<file path="src/rtl/display_pkg.sv">
// Shared types and default 640x480@60 raster constants for the display scanout path.
package display_pkg;

    localparam int FB_W     = 128;
    localparam int FB_H     = 64;
    localparam int FB_AW    = 13;
    localparam int FB_COL_W = 7;
    localparam int FB_ROW_W = 6;
    localparam int CNT_W    = 10;

    localparam int DEF_H_ACTIVE = 640;
    localparam int DEF_H_FP     = 16;
    localparam int DEF_H_SYNC   = 96;
    localparam int DEF_H_BP     = 48;
    localparam int DEF_V_ACTIVE = 480;
    localparam int DEF_V_FP     = 10;
    localparam int DEF_V_SYNC   = 2;
    localparam int DEF_V_BP     = 33;

    typedef struct packed {
        logic [7:0] r;
        logic [7:0] g;
        logic [7:0] b;
    } pixel_t;

    // Per-pixel flags carried down the pipeline alongside the memory read.
    typedef struct packed {
        logic win;
        logic act;
        logic hsync;
        logic vsync;
        logic first;
    } flags_t;

endpackage

</file>
<file path="src/rtl/display_scanout_if.sv">
// Framebuffer read port plus video output bundle of the scanout block.
interface display_scanout_if;
    import display_pkg::*;

    logic             mem_re;
    logic [FB_AW-1:0] mem_raddr;
    pixel_t           mem_rdata;
    logic [7:0]       vga_r;
    logic [7:0]       vga_g;
    logic [7:0]       vga_b;
    logic             vga_hs;
    logic             vga_vs;
    logic             vga_de;
    logic             frame_start;

    modport master (
        output mem_re, mem_raddr,
        input  mem_rdata,
        output vga_r, vga_g, vga_b, vga_hs, vga_vs, vga_de, frame_start
    );

    modport slave (
        input  mem_re, mem_raddr,
        output mem_rdata,
        input  vga_r, vga_g, vga_b, vga_hs, vga_vs, vga_de, frame_start
    );

endinterface

</file>
<file path="src/rtl/display_timing.sv">
// Raster h/v counters and the raw stage-0 active, window and sync flags.
module display_timing
    import display_pkg::*;
#(
    parameter int unsigned H_ACTIVE = DEF_H_ACTIVE,
    parameter int unsigned H_FP     = DEF_H_FP,
    parameter int unsigned H_SYNC   = DEF_H_SYNC,
    parameter int unsigned H_BP     = DEF_H_BP,
    parameter int unsigned V_ACTIVE = DEF_V_ACTIVE,
    parameter int unsigned V_FP     = DEF_V_FP,
    parameter int unsigned V_SYNC   = DEF_V_SYNC,
    parameter int unsigned V_BP     = DEF_V_BP,
    parameter int unsigned SCALE    = 4,
    parameter int unsigned X_OFF    = 64,
    parameter int unsigned Y_OFF    = 112
) (
    input  logic             clk,
    input  logic             rst_n,
    output logic [CNT_W-1:0] o_h,
    output logic [CNT_W-1:0] o_v,
    output logic             o_active,
    output logic             o_window,
    output logic             o_hsync,
    output logic             o_vsync,
    output logic             o_first
);

    localparam logic [CNT_W-1:0] H_LAST = CNT_W'(H_ACTIVE + H_FP + H_SYNC + H_BP - 1);
    localparam logic [CNT_W-1:0] V_LAST = CNT_W'(V_ACTIVE + V_FP + V_SYNC + V_BP - 1);
    localparam logic [CNT_W-1:0] H_ACT  = CNT_W'(H_ACTIVE);
    localparam logic [CNT_W-1:0] V_ACT  = CNT_W'(V_ACTIVE);
    localparam logic [CNT_W-1:0] HS_LO  = CNT_W'(H_ACTIVE + H_FP);
    localparam logic [CNT_W-1:0] HS_HI  = CNT_W'(H_ACTIVE + H_FP + H_SYNC);
    localparam logic [CNT_W-1:0] VS_LO  = CNT_W'(V_ACTIVE + V_FP);
    localparam logic [CNT_W-1:0] VS_HI  = CNT_W'(V_ACTIVE + V_FP + V_SYNC);
    localparam logic [CNT_W-1:0] X_LO   = CNT_W'(X_OFF);
    localparam logic [CNT_W-1:0] X_HI   = CNT_W'(X_OFF + FB_W * SCALE);
    localparam logic [CNT_W-1:0] Y_LO   = CNT_W'(Y_OFF);
    localparam logic [CNT_W-1:0] Y_HI   = CNT_W'(Y_OFF + FB_H * SCALE);

    logic [CNT_W-1:0] r_h;
    logic [CNT_W-1:0] r_v;

    // NOTE: sequential state uses non-blocking assignments so every register samples pre-edge values.
    always_ff @(posedge clk or negedge rst_n) begin
        if (!rst_n) begin
            r_h <= '0;
            r_v <= '0;
        end else if (r_h == H_LAST) begin
            r_h <= '0;
            r_v <= (r_v == V_LAST) ? '0 : r_v + 1'b1;
        end else begin
            r_h <= r_h + 1'b1;
        end
    end

    assign o_h      = r_h;
    assign o_v      = r_v;
    assign o_active = (r_h < H_ACT) && (r_v < V_ACT);
    assign o_window = (r_h >= X_LO) && (r_h < X_HI) && (r_v >= Y_LO) && (r_v < Y_HI);
    assign o_hsync  = (r_h >= HS_LO) && (r_h < HS_HI);
    assign o_vsync  = (r_v >= VS_LO) && (r_v < VS_HI);
    assign o_first  = (r_h == '0) && (r_v == '0);

endmodule

</file>
<file path="src/rtl/display_scanout.sv">
// Framebuffer scanout: window address generation and the 3-stage colour/sync alignment pipeline.
module display_scanout
    import display_pkg::*;
#(
    parameter int unsigned H_ACTIVE = DEF_H_ACTIVE,
    parameter int unsigned H_FP     = DEF_H_FP,
    parameter int unsigned H_SYNC   = DEF_H_SYNC,
    parameter int unsigned H_BP     = DEF_H_BP,
    parameter int unsigned V_ACTIVE = DEF_V_ACTIVE,
    parameter int unsigned V_FP     = DEF_V_FP,
    parameter int unsigned V_SYNC   = DEF_V_SYNC,
    parameter int unsigned V_BP     = DEF_V_BP,
    parameter int unsigned SCALE    = 4,
    parameter int unsigned X_OFF    = 64,
    parameter int unsigned Y_OFF    = 112,
    parameter pixel_t      BORDER   = 24'h000000
) (
    input  logic              clk,
    input  logic              rst_n,
    display_scanout_if.master dsp
);

    localparam int               SHIFT = $clog2(SCALE);
    localparam logic [CNT_W-1:0] X_LO  = CNT_W'(X_OFF);
    localparam logic [CNT_W-1:0] Y_LO  = CNT_W'(Y_OFF);

    logic [CNT_W-1:0]    w_h;
    logic [CNT_W-1:0]    w_v;
    logic                w_active;
    logic                w_window;
    logic                w_hsync;
    logic                w_vsync;
    logic                w_first;
    logic [FB_COL_W-1:0] w_col;
    logic [FB_ROW_W-1:0] w_row;
    pixel_t              w_rgb_next;

    logic             r_mem_re;
    logic [FB_AW-1:0] r_mem_raddr;
    flags_t           r_s1;
    flags_t           r_s2;
    pixel_t           r_rgb;
    logic             r_hs;
    logic             r_vs;
    logic             r_de;
    logic             r_fs;

    display_timing #(
        .H_ACTIVE (H_ACTIVE),
        .H_FP     (H_FP),
        .H_SYNC   (H_SYNC),
        .H_BP     (H_BP),
        .V_ACTIVE (V_ACTIVE),
        .V_FP     (V_FP),
        .V_SYNC   (V_SYNC),
        .V_BP     (V_BP),
        .SCALE    (SCALE),
        .X_OFF    (X_OFF),
        .Y_OFF    (Y_OFF)
    ) u_timing (
        .clk      (clk),
        .rst_n    (rst_n),
        .o_h      (w_h),
        .o_v      (w_v),
        .o_active (w_active),
        .o_window (w_window),
        .o_hsync  (w_hsync),
        .o_vsync  (w_vsync),
        .o_first  (w_first)
    );

    // Window-relative offset in counter width, then scaled down and truncated to memory coordinates.
    assign w_col = FB_COL_W'((w_h - X_LO) >> SHIFT);
    assign w_row = FB_ROW_W'((w_v - Y_LO) >> SHIFT);

    // NOTE: always_comb assigns a default first so no path can leave the output unassigned (no latch).
    always_comb begin
        w_rgb_next = '0;
        if (r_s2.win) begin
            w_rgb_next = dsp.mem_rdata;
        end else if (r_s2.act) begin
            w_rgb_next = BORDER;
        end
    end

    always_ff @(posedge clk or negedge rst_n) begin
        if (!rst_n) begin
            r_mem_re    <= 1'b0;
            r_mem_raddr <= '0;
            r_s1        <= '0;
            r_s2        <= '0;
            r_rgb       <= '0;
            r_hs        <= 1'b1;
            r_vs        <= 1'b1;
            r_de        <= 1'b0;
            r_fs        <= 1'b0;
        end else begin
            r_mem_re <= w_window;
            if (w_window) begin
                r_mem_raddr <= {w_row, w_col};
            end
            r_s1  <= '{win: w_window, act: w_active, hsync: w_hsync, vsync: w_vsync, first: w_first};
            r_s2  <= r_s1;
            r_rgb <= w_rgb_next;
            r_hs  <= ~r_s2.hsync;
            r_vs  <= ~r_s2.vsync;
            r_de  <= r_s2.act;
            r_fs  <= r_s2.first;
        end
    end

    assign dsp.mem_re      = r_mem_re;
    assign dsp.mem_raddr   = r_mem_raddr;
    assign dsp.vga_r       = r_rgb.r;
    assign dsp.vga_g       = r_rgb.g;
    assign dsp.vga_b       = r_rgb.b;
    assign dsp.vga_hs      = r_hs;
    assign dsp.vga_vs      = r_vs;
    assign dsp.vga_de      = r_de;
    assign dsp.frame_start = r_fs;

endmodule

</file>
<file path="src/flat_wrapper.sv">
// flat-port wrapper written by rule: the top's interface ports become plain ports
module display_scanout_flat import display_pkg::*;
#(
    parameter int unsigned H_ACTIVE = DEF_H_ACTIVE,
    parameter int unsigned H_FP     = DEF_H_FP,
    parameter int unsigned H_SYNC   = DEF_H_SYNC,
    parameter int unsigned H_BP     = DEF_H_BP,
    parameter int unsigned V_ACTIVE = DEF_V_ACTIVE,
    parameter int unsigned V_FP     = DEF_V_FP,
    parameter int unsigned V_SYNC   = DEF_V_SYNC,
    parameter int unsigned V_BP     = DEF_V_BP,
    parameter int unsigned SCALE    = 4,
    parameter int unsigned X_OFF    = 64,
    parameter int unsigned Y_OFF    = 112,
    parameter pixel_t      BORDER   = 24'h000000
)
  (clk, rst_n, dsp_mem_re, dsp_mem_raddr, dsp_mem_rdata, dsp_vga_r, dsp_vga_g, dsp_vga_b, dsp_vga_hs, dsp_vga_vs, dsp_vga_de, dsp_frame_start);
  display_scanout_if dsp_i ();
  input  logic clk;
  input  logic rst_n;
  output wire logic [$bits(dsp_i.mem_re)-1:0] dsp_mem_re;
  output wire logic [$bits(dsp_i.mem_raddr)-1:0] dsp_mem_raddr;
  input wire logic [$bits(dsp_i.mem_rdata)-1:0] dsp_mem_rdata;
  output wire logic [$bits(dsp_i.vga_r)-1:0] dsp_vga_r;
  output wire logic [$bits(dsp_i.vga_g)-1:0] dsp_vga_g;
  output wire logic [$bits(dsp_i.vga_b)-1:0] dsp_vga_b;
  output wire logic [$bits(dsp_i.vga_hs)-1:0] dsp_vga_hs;
  output wire logic [$bits(dsp_i.vga_vs)-1:0] dsp_vga_vs;
  output wire logic [$bits(dsp_i.vga_de)-1:0] dsp_vga_de;
  output wire logic [$bits(dsp_i.frame_start)-1:0] dsp_frame_start;
  assign dsp_mem_re = dsp_i.mem_re;
  assign dsp_mem_raddr = dsp_i.mem_raddr;
  assign dsp_i.mem_rdata = dsp_mem_rdata;
  assign dsp_vga_r = dsp_i.vga_r;
  assign dsp_vga_g = dsp_i.vga_g;
  assign dsp_vga_b = dsp_i.vga_b;
  assign dsp_vga_hs = dsp_i.vga_hs;
  assign dsp_vga_vs = dsp_i.vga_vs;
  assign dsp_vga_de = dsp_i.vga_de;
  assign dsp_frame_start = dsp_i.frame_start;
  display_scanout #(.H_ACTIVE(H_ACTIVE), .H_FP(H_FP), .H_SYNC(H_SYNC), .H_BP(H_BP), .V_ACTIVE(V_ACTIVE), .V_FP(V_FP), .V_SYNC(V_SYNC), .V_BP(V_BP), .SCALE(SCALE), .X_OFF(X_OFF), .Y_OFF(Y_OFF), .BORDER(BORDER)) u_core (.clk(clk), .rst_n(rst_n), .dsp(dsp_i));
endmodule
</file>
<file path="config.mk">
export PLATFORM = sky130hd
export DESIGN_NAME = display_scanout_flat
export DESIGN_NICKNAME = d
export VERILOG_FILES = /design/src/rtl/display_pkg.sv /design/src/rtl/display_scanout_if.sv /design/src/rtl/display_timing.sv /design/src/rtl/display_scanout.sv /design/src/flat_wrapper.sv
export SDC_FILE = /design/constraint.sdc
export NUM_CORES = 1
export LEC_CHECK = 0
export CAP_MARGIN = 20
export CORE_UTILIZATION = 40
export DETAILED_ROUTE_END_ITERATION = 10
export PLACE_DENSITY = 0.66
export SYNTH_ARGS = -nofsm -noshare
export SYNTH_HDL_FRONTEND = slang
export SYNTH_SLANG_ARGS = --single-unit
</file>
<file path="constraint.sdc">
create_clock -name clk -period 2.6 [get_ports clk]
set_input_delay 0.52 -clock clk [delete_from_list [all_inputs] [get_ports clk]]
set_output_delay 0.52 -clock clk [all_outputs]
set_load 0.05 [all_outputs]
</file>
==> run metrics <==
status finished clean; sequential share of the synthesized area 0.590; pre-CTS setup slack 0.403 ns; max-slew violation count 0; PnR worst setup slack 0.386 ns; Cell Area, Synth 3010 um2; Multi-input gate area 1110 um2; core area 7250 um2; First-pass DRT Iterations 4; first-pass GRT wire length 9930 um; Setup-failing EPs final 0; Die X 88.8 um; Final Hold Slack 0.154 ns; Synth Flop Type dfrtp_1; drt total wl 6060 um; Post-CTS Setup Bufs 0; R2R setup slack 0.39 ns; worst min path class input pin to asynchronous set/reset pin; period utilization 0.852; max incr delay on CP 0.47 ns; Worst-path clk slew 0.08 ns; via count 2016; die height 88.8 um; dpl hpwl 4240 um; Worst-Skew Late Latency 0.34 ns; slew margin rel. 0.634; # hold bufs at CTS 0; Post-Place Cell Area 3780 um2; initial antenna violation count 0; DR WL/cell 14.3 um; Final Instance Area 3970 um2; Die Area 7890 um2; TNS Setup 0 ns; most common library cell in the layout ignoring fill and taps dfrtp_1; DRC viols 0; Vias/cell 4.77; CP Data Arrival Time 2.43 ns; worst vdd ir 0.255 mV; P&R area growth vs syn 31.8%; yosys warns 0; layout cell share with drive strength beyond 1 0.102; # IOs 68; Worst Tran Pin Value 0.549 ns; CP Launch Type flip-flop; r2r startpoint u_core.u_timing.o_v[4]; crit-path cells ha_1 -> a21o_1 -> a221o_1 -> a211oi_4 -> buf_4 -> mux2_1; Max-Cap Viols 0; RSZ-0062 raised after global routing false; Post-DRT Antenna Nets 0; power density over cell area 512 nW/um2; Post-synth EDFFs 0; reg2reg end u_core.dsp.mem_raddr[4]; IO Port Bufs 67; Fillers 661; CTS root buf clkbuf_8; Overflow after GRT 0; Std-Cell Rows 31; slowest CP cell dfrtp_1; most frequent cells in the layout dfrtp_1 (69), clkdlybuf4s50_1 (66), and2_1 (26); R2R depth 6; CP required 2.82 ns; GPL Wtd Cong 0.821; final net count 357; Total GRT Usage 0.171; synthesized instance count 248; largest net degree at the start of global routing 48; leakage power 1.83 nW; post-cts resize count 0; Netlist cell types 46; Iter 0 DRT Violations 72; CTS Buf Count 9; vias in the first global route 2050; Starting Density 0.416; H-tree level count 3; Final Hold Fails 0; Setup Skew 0.0121 ns; Max FO, Critical Path 9; CP Class flip-flop to flip-flop; Clock Sinks 71; Max Clk Rate 452 MHz; minimum clock period 2.21 ns; CTS tree yes; Async SR Flop Fraction 1.00; Mapped Nets 286; Reg area 1780 um2; crit end category flip-flop; Final Non-Filler Cells 423; Diodes inserted 0; Max Buffers Root-to-Sink 2; post-synthesis sequential element count 71; syn_area_per_cell 12.2 um2; placed insts 407
## area by class of cell
type	instances	area share
Clock buffer	10	0.0321
Clock inverter	6	0.0176
Inverter	13	0.0123
Multi-Input combinational cell	152	0.279
Sequential cell	71	0.448
Tap cell	99	0.0312
Timing Repair Buffer	72	0.180
## per-layer routing
layer | part of all wire | wire length (um) | vias up | GRT usage
met3 | 0.076 | 463 | 7 | 0.0373
li1 | - | - | 986 | -
met1 | 0.48 | 2890 | 952 | 0.227
met5 | 0 | 0 | - | 0
met2 | 0.43 | 2610 | 71 | 0.265
met4 | 0.016 | 95 | 0 | 0.0836
## synthesized netlist by cell type, types with 3 or more instances
library cell | instances | area share
and2_1 | 26 | 0.054
xnor2_1 | 4 | 0.012
dfrtp_1 | 69 | 0.57
o21ai_0 | 5 | 0.0083
o21ai_1 | 6 | 0.010
a21oi_1 | 7 | 0.012
clkbuf_1 | 5 | 0.0062
nor4_1 | 3 | 0.0062
ha_1 | 12 | 0.050
mux2i_1 | 3 | 0.010
and3_1 | 6 | 0.012
nand3_1 | 11 | 0.018
nor2_1 | 9 | 0.011
mux2_1 | 11 | 0.041
xor2_1 | 6 | 0.017
inv_1 | 13 | 0.016
buf_6 | 3 | 0.011
a21o_1 | 3 | 0.0075
nand2_1 | 11 | 0.014
## per-stage QoR
| step | total power [mW] | utilization |
|---|---|---|
| floorplan | 1.13 | - |
| global placement | 1.19 | 0.521 |
| detailed placement | 1.19 | 0.521 |
| CTS | 2.07 | 0.548 |
| global route | 2.11 | 0.548 |
| finish | 2.03 | 0.548 |
## sequential cells by signal, summed over array words and instances (netlist names)
signal and count:
u_core.dsp.mem_raddr 13, u_core.u_timing.o_h 10, u_core.u_timing.o_v 10, u_core.dsp.vga_b 8, u_core.dsp.vga_g 8, u_core.dsp.vga_r 8
u_core.r_s2 5, u_core.r_s1 4, u_core.dsp.frame_start 1, u_core.dsp.mem_re 1, u_core.dsp.vga_de 1, u_core.dsp.vga_hs 1
u_core.dsp.vga_vs 1
## cells by family (layout without fill, tap and decap cells)
group | after synthesis | count (layout) | synth area share
XOR/XNOR | 10 | 10 | 0.0291
AO/OA/AOI/OAI | 31 | 31 | 0.0693
adder cells (fa/ha/maj) | 12 | 12 | 0.0498
multiplexers | 14 | 14 | 0.0511
buffers and inverters | 25 | 101 | 0.0419
flip-flops | 71 | 71 | 0.590
AND/OR/NAND/NOR | 85 | 85 | 0.169
## worst max-delay path, delay by kind of cell, from the launching register on
kind / cells / cell delay, ns
flip-flops: 1 / 0.47
multiplexers: 1 / 0.34
buffers and inverters: 1 / 0.22
adder cells (fa/ha/maj): 1 / 0.31
AO/OA/AOI/OAI: 3 / 0.76
## power by group
part	total, mW	switching, mW	internal [mW]
clock	0.871	0.423	0.448
combinational	0.0601	0.0255	0.0346
sequential	1.10	0	1.10
## worst max-delay path by stage
stage | start | endpoint | slack [ns]
after detailed placement | u_core.u_timing.o_v[5] | u_core.dsp.mem_raddr[2] | 0.40
final | u_core.u_timing.o_v[4] | u_core.dsp.mem_raddr[4] | 0.39
after global placement | u_core.u_timing.o_v[5] | u_core.dsp.mem_raddr[3] | 0.44
after floorplan | u_core.u_timing.o_v[4] | u_core.dsp.mem_raddr[7] | 0.45
after CTS | u_core.u_timing.o_v[4] | u_core.dsp.mem_raddr[3] | 0.38
after global routing | u_core.u_timing.o_v[5] | u_core.dsp.mem_raddr[2] | 0.29
Power figures use the tool's default switching activity.
